===== config.mk =====
export PLATFORM = sky130hd
export DESIGN_NAME = dmem_arbiter
export DESIGN_NICKNAME = d
export VERILOG_FILES = /design/src/rtl/dmem_arbiter.sv
export SDC_FILE = /design/constraint.sdc
export NUM_CORES = 1
export LEC_CHECK = 0
export BUFFER_PORTS_ARGS = -buffer_cell sky130_fd_sc_hd__buf_2
export CAP_MARGIN = 0
export CORE_UTILIZATION = 41
export DETAILED_ROUTE_END_ITERATION = 16
export PLACE_DENSITY = 0.81
export SETUP_SLACK_MARGIN = 0.15
export SLEW_MARGIN = 20
export SYNTH_ARGS = -nofsm -noshare
export SYNTH_HDL_FRONTEND = slang
export SYNTH_SLANG_ARGS = --single-unit

===== constraint.sdc =====
create_clock -name clk_i -period 1.9 [get_ports clk_i]
set_input_delay 0.095 -clock clk_i [delete_from_list [all_inputs] [get_ports clk_i]]
set_output_delay 0.095 -clock clk_i [all_outputs]
set_load 0.1 [all_outputs]

===== src/rtl/dmem_arbiter.sv =====
// -----------------------------------------------------------------------------
// dmem_arbiter
//
// Two-requester arbiter and sequencer in front of a shared byte-addressed data
// memory (combinational read, posedge write, MemRead/MemWrite strobes).
// Port 0 is the CPU load/store stage, port 1 is a DMA/debug loader. One word
// access is serviced at a time; conflicts are resolved round-robin.
// Misaligned or out-of-range addresses are answered with an error response
// and never reach the memory.
//
// Optional feature (compile-time macro):
//   DMEM_ARB_FIXED_PRIO_EN  defined   -> port 0 always wins a conflict
//                                        (port 1 can starve).
//                           undefined -> round-robin (default build).
//
// Handshake (both ports): the requester raises reqN_i together with weN_i,
// addrN_i and wdataN_i and holds all of them stable until it sees ackN_o.
// ackN_o is a single-cycle pulse; errN_o and rdataN_o are valid while ackN_o
// is high. The requester must drop reqN_i in the cycle ackN_o is high; a
// request still high when the arbiter is back in IDLE is a new request.
// Requests are only sampled in IDLE.
//
// Ports:
//   clk_i                 clock
//   rst_n                 asynchronous active-low reset
//   req0_i / req1_i       request, held until ack
//   we0_i / we1_i         1 = write, 0 = read
//   addr0_i / addr1_i     byte address (must be word aligned, <= MEM_BYTES-4)
//   wdata0_i / wdata1_i   write data
//   ack0_o / ack1_o       one-cycle completion pulse
//   err0_o / err1_o       error flag, valid with ack
//   rdata0_o / rdata1_o   registered read data
//   mem_addr_o            memory address
//   mem_data_o            memory write data
//   mem_read_o            memory MemRead strobe
//   mem_write_o           memory MemWrite strobe
//   mem_data_i            memory read data (combinational)
//   dbg_state_o           current FSM state (IDLE=0, ACCESS=1, RESP=2)
// -----------------------------------------------------------------------------
module dmem_arbiter #(
  parameter int ADDR_W    = 32,
  parameter int DATA_W    = 32,
  parameter int MEM_BYTES = 128
) (
  input  logic              clk_i,
  input  logic              rst_n,
  // port 0 (CPU)
  input  logic              req0_i,
  input  logic              we0_i,
  input  logic [ADDR_W-1:0] addr0_i,
  input  logic [DATA_W-1:0] wdata0_i,
  output logic              ack0_o,
  output logic              err0_o,
  output logic [DATA_W-1:0] rdata0_o,
  // port 1 (DMA / debug loader)
  input  logic              req1_i,
  input  logic              we1_i,
  input  logic [ADDR_W-1:0] addr1_i,
  input  logic [DATA_W-1:0] wdata1_i,
  output logic              ack1_o,
  output logic              err1_o,
  output logic [DATA_W-1:0] rdata1_o,
  // memory side
  output logic [ADDR_W-1:0] mem_addr_o,
  output logic [DATA_W-1:0] mem_data_o,
  output logic              mem_read_o,
  output logic              mem_write_o,
  input  logic [DATA_W-1:0] mem_data_i,
  // debug
  output logic [1:0]        dbg_state_o
);

  localparam logic [1:0] ST_IDLE   = 2'd0;
  localparam logic [1:0] ST_ACCESS = 2'd1;
  localparam logic [1:0] ST_RESP   = 2'd2;

  // Highest legal word address. Compared unsigned over the full address width
  // so that addresses close to 2^ADDR_W cannot wrap into the legal window.
  localparam logic [ADDR_W-1:0] LAST_WORD = ADDR_W'(MEM_BYTES - 4);

  logic [1:0] state;
  logic       gnt_port;   // 0 = port 0, 1 = port 1
  logic       gnt_we;

`ifndef DMEM_ARB_FIXED_PRIO_EN
  logic       last_grant; // port that won the most recent grant
`endif

  // ---------------------------------------------------------------------------
  // Arbitration and request selection (only meaningful in IDLE)
  // ---------------------------------------------------------------------------
  logic              any_req;
  logic              pick;      // winning port
  logic              sel_we;
  logic [ADDR_W-1:0] sel_addr;
  logic [DATA_W-1:0] sel_wdata;
  logic              sel_legal;

  always_comb begin
    any_req = req0_i | req1_i;
`ifdef DMEM_ARB_FIXED_PRIO_EN
    // Port 0 wins whenever it asks.
    pick = ~req0_i;
`else
    // On a conflict the port that did not win last time goes next; a single
    // requester is simply granted.
    if (req0_i && req1_i) begin
      pick = ~last_grant;
    end else begin
      pick = ~req0_i;
    end
`endif
    sel_we    = pick ? we1_i    : we0_i;
    sel_addr  = pick ? addr1_i  : addr0_i;
    sel_wdata = pick ? wdata1_i : wdata0_i;
    sel_legal = (sel_addr[1:0] == 2'b00) && (sel_addr <= LAST_WORD);
  end

  // ---------------------------------------------------------------------------
  // Sequencer
  //   IDLE   : grant; legal -> raise one strobe, go ACCESS
  //                   illegal -> answer with error immediately, go RESP
  //   ACCESS : one cycle with one strobe high; read data captured at its end
  //   RESP   : ack pulse visible for this single cycle
  // Ack/err are registered on the edge that enters RESP so that they are high
  // exactly for the RESP cycle and cleared on the following edge.
  // ---------------------------------------------------------------------------
  always_ff @(posedge clk_i or negedge rst_n) begin
    if (!rst_n) begin
      state       <= ST_IDLE;
      gnt_port    <= 1'b0;
      gnt_we      <= 1'b0;
`ifndef DMEM_ARB_FIXED_PRIO_EN
      last_grant  <= 1'b1;  // port 0 wins the first conflict after reset
`endif
      ack0_o      <= 1'b0;
      err0_o      <= 1'b0;
      rdata0_o    <= '0;
      ack1_o      <= 1'b0;
      err1_o      <= 1'b0;
      rdata1_o    <= '0;
      mem_addr_o  <= '0;
      mem_data_o  <= '0;
      mem_read_o  <= 1'b0;
      mem_write_o <= 1'b0;
    end else begin
      // Response flags are single-cycle pulses by default.
      ack0_o <= 1'b0;
      err0_o <= 1'b0;
      ack1_o <= 1'b0;
      err1_o <= 1'b0;

      case (state)
        ST_IDLE: begin
          if (any_req) begin
            gnt_port <= pick;
            gnt_we   <= sel_we;
`ifndef DMEM_ARB_FIXED_PRIO_EN
            last_grant <= pick;
`endif
            if (sel_legal) begin
              mem_addr_o  <= sel_addr;
              mem_data_o  <= sel_wdata;
              mem_read_o  <= ~sel_we;
              mem_write_o <= sel_we;
              state       <= ST_ACCESS;
            end else begin
              // Memory is left untouched; the response is issued directly.
              // An errored read returns zero, an errored write keeps rdata.
              if (pick) begin
                ack1_o <= 1'b1;
                err1_o <= 1'b1;
                if (!sel_we) begin
                  rdata1_o <= '0;
                end
              end else begin
                ack0_o <= 1'b1;
                err0_o <= 1'b1;
                if (!sel_we) begin
                  rdata0_o <= '0;
                end
              end
              state <= ST_RESP;
            end
          end
        end

        ST_ACCESS: begin
          // The memory commits a write (or presents read data) at this edge.
          mem_read_o  <= 1'b0;
          mem_write_o <= 1'b0;
          if (gnt_port) begin
            ack1_o <= 1'b1;
            if (!gnt_we) begin
              rdata1_o <= mem_data_i;
            end
          end else begin
            ack0_o <= 1'b1;
            if (!gnt_we) begin
              rdata0_o <= mem_data_i;
            end
          end
          state <= ST_RESP;
        end

        ST_RESP: begin
          state <= ST_IDLE;
        end

        default: begin
          state <= ST_IDLE;
        end
      endcase
    end
  end

  assign dbg_state_o = state;

endmodule

== Word level (Yosys, flattened, before mapping) ==
Index checks and enable logic that the tools add are counted.

* Register bits after elaboration: 139
* Input port bits: 166
* Output and inout bits: 136
* Word-level logic and storage cells: 76

* Order comparisons: 1
* Eq/ne operators: 10
* Muxes and demuxes: 37
* Bitwise gates (word level): 4
* Reduce and logical (&&, ||, !) cells: 10

{| class="wikitable"
|+ Operators by type and width
! cell !! number
|-
| $mux W32 || 12
|-
| $pmux W32 S2 || 2
|-
| $le A32 B7 Y1 const B || 1
|-
| $ne A2 B2 Y1 const B || 9
|-
| $mux W1 || 16
|-
| $reduce_and A7 Y1 || 2
|-
| $pmux W1 S2 || 4
|-
| $reduce_and A3 Y1 || 2
|-
| $logic_not A2 Y1 || 2
|-
| $mux W2 || 2
|-
| $pmux W2 S2 || 1
|-
| $not A1 Y1 || 3
|-
| $eq A2 B1 Y1 const B || 1
|-
| $logic_and A1 B1 Y1 || 2
|-
| $reduce_and A2 Y1 || 1
|-
| $reduce_bool A2 Y1 || 1
|-
| $or A1 B1 Y1 || 1
|}

== Logic depth before layout (Yosys ltp) ==
* Depth after elaboration: 8
* Depth in mapped cells: 7
* Mapped depth without buffers: 5

== Least setup slack after synthesis ==
OpenSTA, ideal clock, no wires.

* Kind: flip-flop to flip-flop
* Start: register state[0], in the netlist dbg_state_o[0]
* End: register rdata1_o[10]
* Data arrival time: 2.273 ns
* Data required time: 1.767 ns
* Slack: -0.506 ns
* Cell stages (with the launch flop): 7
* Path buffers: 1
* Period minus slack after synthesis: 2.406 ns
* Path through: dfrtp_1 or2_2 nor2_1 nand2_1 nor4_1 clkbuf_1 o21ai_0

* Longest elaborated chain between the ends: 3
* Elaborated cells between the ends (all ways): 11

{| class="wikitable"
|+ Ends and longest elaborated chain
! element !! RTL line !! source
|-
| start: declaration || 81 || <nowiki>logic [1:0] state;</nowiki>
|-
| start signal: assignment || 130 || <nowiki>state <= ST_IDLE;</nowiki>
|-
| start signal: assignment || 166 || <nowiki>state <= ST_ACCESS;</nowiki>
|-
| start signal: assignment || 183 || <nowiki>state <= ST_RESP;</nowiki>
|-
| $eq A2 B1 Y1 / $logic_not A2 Y1 (equally long branches) || 153 || <nowiki>case (state)</nowiki>
|-
| $ne A2 B2 Y1 (no source line) / $reduce_bool A2 Y1 (equally long branches) || - ||
|-
| $reduce_and A7 Y1 (no source line) || - ||
|-
| end signal: assignment || 195 || <nowiki>rdata1_o <= mem_data_i;</nowiki>
|-
| end: declaration || 62 || <nowiki>output logic [DATA_W-1:0] rdata1_o,</nowiki>
|}

Parallel ways exist; a longest one is shown, timed or not.
A chain may end at the register's enable or synchronous reset.

== Final worst setup path ==
* Start: register last_grant
* End: register mem_data_o[30]

* Longest elaborated chain between the ends: 6
* Elaborated cells between the ends (all ways): 8

{| class="wikitable"
|+ Ends and longest elaborated chain
! element !! RTL line !! source
|-
| start: declaration || 86 || <nowiki>logic last_grant;</nowiki>
|-
| start signal: assignment || 159 || <nowiki>last_grant <= pick;</nowiki>
|-
| $not A1 Y1 (*) || 108 || <nowiki>pick = ~last_grant;</nowiki>
|-
| $mux W1 (*) || 107 || <nowiki>if (req0_i && req1_i) begin</nowiki>
|-
| $mux W32 || 114 || <nowiki>sel_addr = pick ? addr1_i : addr0_i;</nowiki>
|-
| $le A32 B7 Y1 / $logic_not A2 Y1 (equally long branches) || 116 || <nowiki>sel_legal = (sel_addr[1:0] == 2'b00) && (sel_addr <= LAST_WORD);</nowiki>
|-
| $logic_and A1 B1 Y1 || 116 ||
|-
| $reduce_and A3 Y1 (no source line) || - ||
|-
| end signal: assignment || 163 || <nowiki>mem_data_o <= sel_wdata;</nowiki>
|-
| end: declaration || 65 || <nowiki>output logic [DATA_W-1:0] mem_data_o,</nowiki>
|}

Every way passes the cells marked *; elsewhere a longest branch is shown, timed or not.

==> metrics.md <==
| Metric | Value |
|---|---|
| Root Driver | clkbuf_16 |
| Final TNS setup | 0 ps |
| IO Count | 302 |
| Final Worst Setup Slack | 38.8 ps |
| Crit path required time | 2200 ps |
| P&R area growth vs syn | 53.2% |
| Top cells by area, synth | dfrtp_1 58%, mux2_2 8.5%, nand2_1 8.3% |
| Most frequent cells in the layout | 300 x buf_2, 136 x dfrtp_1, 132 x nand2_1, 38 x mux2_2, 37 x mux2_4 |
| Worst slew pin tran | 532 ps |
| Hold Vio Cnt, Final | 0 |
| DR iter-0 viols | 226 |
| Vias in the first global route | 5,488 |
| Design area | 9110 sq um |
| Synth Area in Compound Gates | 7.19% |
| Dpl cell area | 7890 sq um |
| Post-synth EDFFs | 0 |
| Worst-skew pair later-pin latency | 420 ps |
| Drt wl/cell | 17.7 microns |
| Die Span X | 122 microns |
| Initial Util | 42.4% |
| Layout cell share with drive strength beyond 1 | 53.8% |
| Post-synthesis simple-gate area fraction | 15.3% |
| CTS tree | done |
| H-Tree Depth | 4 |
| Total of max-cap violations | 0 |
| Post-layout net count | 1,044 |
| Worst vdd ir | 529 uV |
| Synth Area in XOR/XNOR | 0% |
| DR DRC count | 0 |
| Power density relative to cell area | 810 nW/um^2 |
| Status | completed |
| Post-synth top area share | 58.0% |
| Crit share post-route | 98.0% |
| Avg Cell Area, Syn | 11.3 sq um |
| Synth warn | 0 |
| Pwr Total | 7.38 mW |
| CP Class | reg -> reg |
| Seq/Total Area, Yosys | 58.5% |
| Slew HR | 64.5% |
| Via/cell ratio | 5.02 |
| Hold Path Class | in -> reg |
| Layout Skew | 7.12 ps |
| Worst r2r path cells | 6 |
| Synth Instances | 526 |
| GRT Overall Usage | 24.7% |
| GP Congestion | 0.863 |
| Ys async rst share | 100% |
| Post-synthesis cell area | 5950 sq um |
| First-pass GRT wire length | 27,700 microns |
| Cell Rows | 43 |
| Min Hold Slack | 26.1 ps |
| Setup violators final | 0 |
| Die Footprint | 15,000 sq um |
| Core Footprint | 14,000 sq um |
| Leak pwr | 4.91 nW |
| Clk slew on worst S/H paths | 60 ps |
| Worst Setup Start Kind | flip-flop |
| CP Max Fanout | 11 |
| HPWL after detailed placement | 12,300 microns |
| Hold path depth | 3 |
| Setup crit end kind | flip-flop |
| CP Data Arrival Time | 2160 ps |
| Largest net degree at the start of global routing | 55 |
| Top FF cell, synth | dfrtp_1 |
| FILL cells | 1,069 |
| Antenna-violating nets left | 0 |
| Syn_nets | 692 |
| Global route overflow | 0 |
| Port bufs | 301 |
| Area leader, netlist | dfrtp_1 |
| Drt first pass iters | 5 |
| Via count | 5,385 |
| Final worst path period need | 1860 ps |
| Commonest non-fill, non-tap cell in the layout | buf_2 |
| Synth Area in Adders | 0% |
| Initial antenna violation count | 3 |
| Height of the die | 122 microns |
| CTS sink cnt | 139 |
| Drt total wl | 19,000 microns |
| Fin. max-slew vios | 0 |
| Post-synthesis mux area share | 16.3% |
| Dpl ws | -1.96 ps |
| FMAX | 537 MHz |
| Largest family of logic cells by synthesized area | multiplexers |
| TritonCTS Buffers | 17 |
| Synth Register Bits | 139 |
| Max Root-Sink Buffers | 2 |
| RSZ-0062 raised after global routing | true |
| Unique cell type count in the Yosys netlist | 34 |
## per-layer routing
| layer | track usage [%] | wire length, microns | up-vias |
|---|---|---|---|
| li1 | - | - | 2491 |
| met1 | 28.2 | 7520 | 2604 |
| met2 | 42.3 | 9510 | 253 |
| met3 | 7.95 | 1350 | 37 |
| met4 | 10.4 | 573 | 0 |
| met5 | 0 | 0 | - |
## what timing repair did
action                     4_1_cts  5_1_grt
hold buffers                    35        0
setup buffers                    5        2
hold endpoints to repair       116        0
resized for setup                8       68
setup endpoints to repair      103      119
pin swaps                        0        1
gates cloned                     1        3
## synthesized netlist by cell type, drive strengths merged (5+ instances only)
master  number
a21oi       35
and2        28
buf         10
clkbuf      22
dfrtp      138
mux2        75
nand2      132
nor2         5
nor3         5
nor4        14
o21ai       35
## state kept, by name, indices dropped and copies added, names as in the netlist
name,cells
mem_addr_o,32
mem_data_o,32
rdata0_o,32
rdata1_o,32
dbg_state_o,2
ack0_o,1
ack1_o,1
err0_o,1
err1_o,1
gnt_port,1
gnt_we,1
last_grant,1
mem_read_o,1
mem_write_o,1
## layout make-up
type / count / area, sq um / share of cell area [%]
antenna: 3 / 7.51 / 0.0824
inverter: 3 / 11.3 / 0.124
tap: 180 / 225 / 2.47
clock buffer: 23 / 468 / 5.13
multi-input combinational: 352 / 2560 / 28.1
timing repair buffer: 365 / 2280 / 25.0
sequential: 139 / 3490 / 38.3
clock inverter: 8 / 70.1 / 0.769
## power by group
group	internal [mW]	switching [mW]
logic	0.437	0.784
clock network	1.85	1.22
registers	3.04	0.0525
## stage by stage
stage	util [%]	instances
after floorplan	-	526
after global placement	56.2	993
after detailed placement	56.2	993
after CTS	63.1	1065
after global routing	64.9	1073
final	64.9	1073
## cells by family (layout without fill, tap and decap cells)
| logic type | count (synthesis) | after routing |
|---|---|---|
| muxes | 76 | 76 |
| buffers and inverters | 35 | 399 |
| and+or+nand+nor | 198 | 198 |
| other | 0 | 3 |
| AOI/OAI and AO/OA | 78 | 78 |
| DFF | 139 | 139 |
## worst paths after layout
kind	from	slack, ps	endpoint
max	last_grant	40	mem_data_o[30]
min	wdata1_i[22]	30	mem_data_o[22]
max reg2reg	last_grant	40	mem_data_o[30]
min reg2reg	mem_addr_o[20]	480	mem_addr_o[20]
max in group asynchronous	rst_n	1030	last_grant
min in group asynchronous	rst_n	200	rdata1_o[1]
## critical path, stage by stage (launching register included)
cell and delay (ps):
dfstp_2 560, o21ai_4 70, and4bb_2 260, o21ai_4 230
buf_6 160, buf_16 150, mux2_4 300
Power figures use the tool's default switching activity.
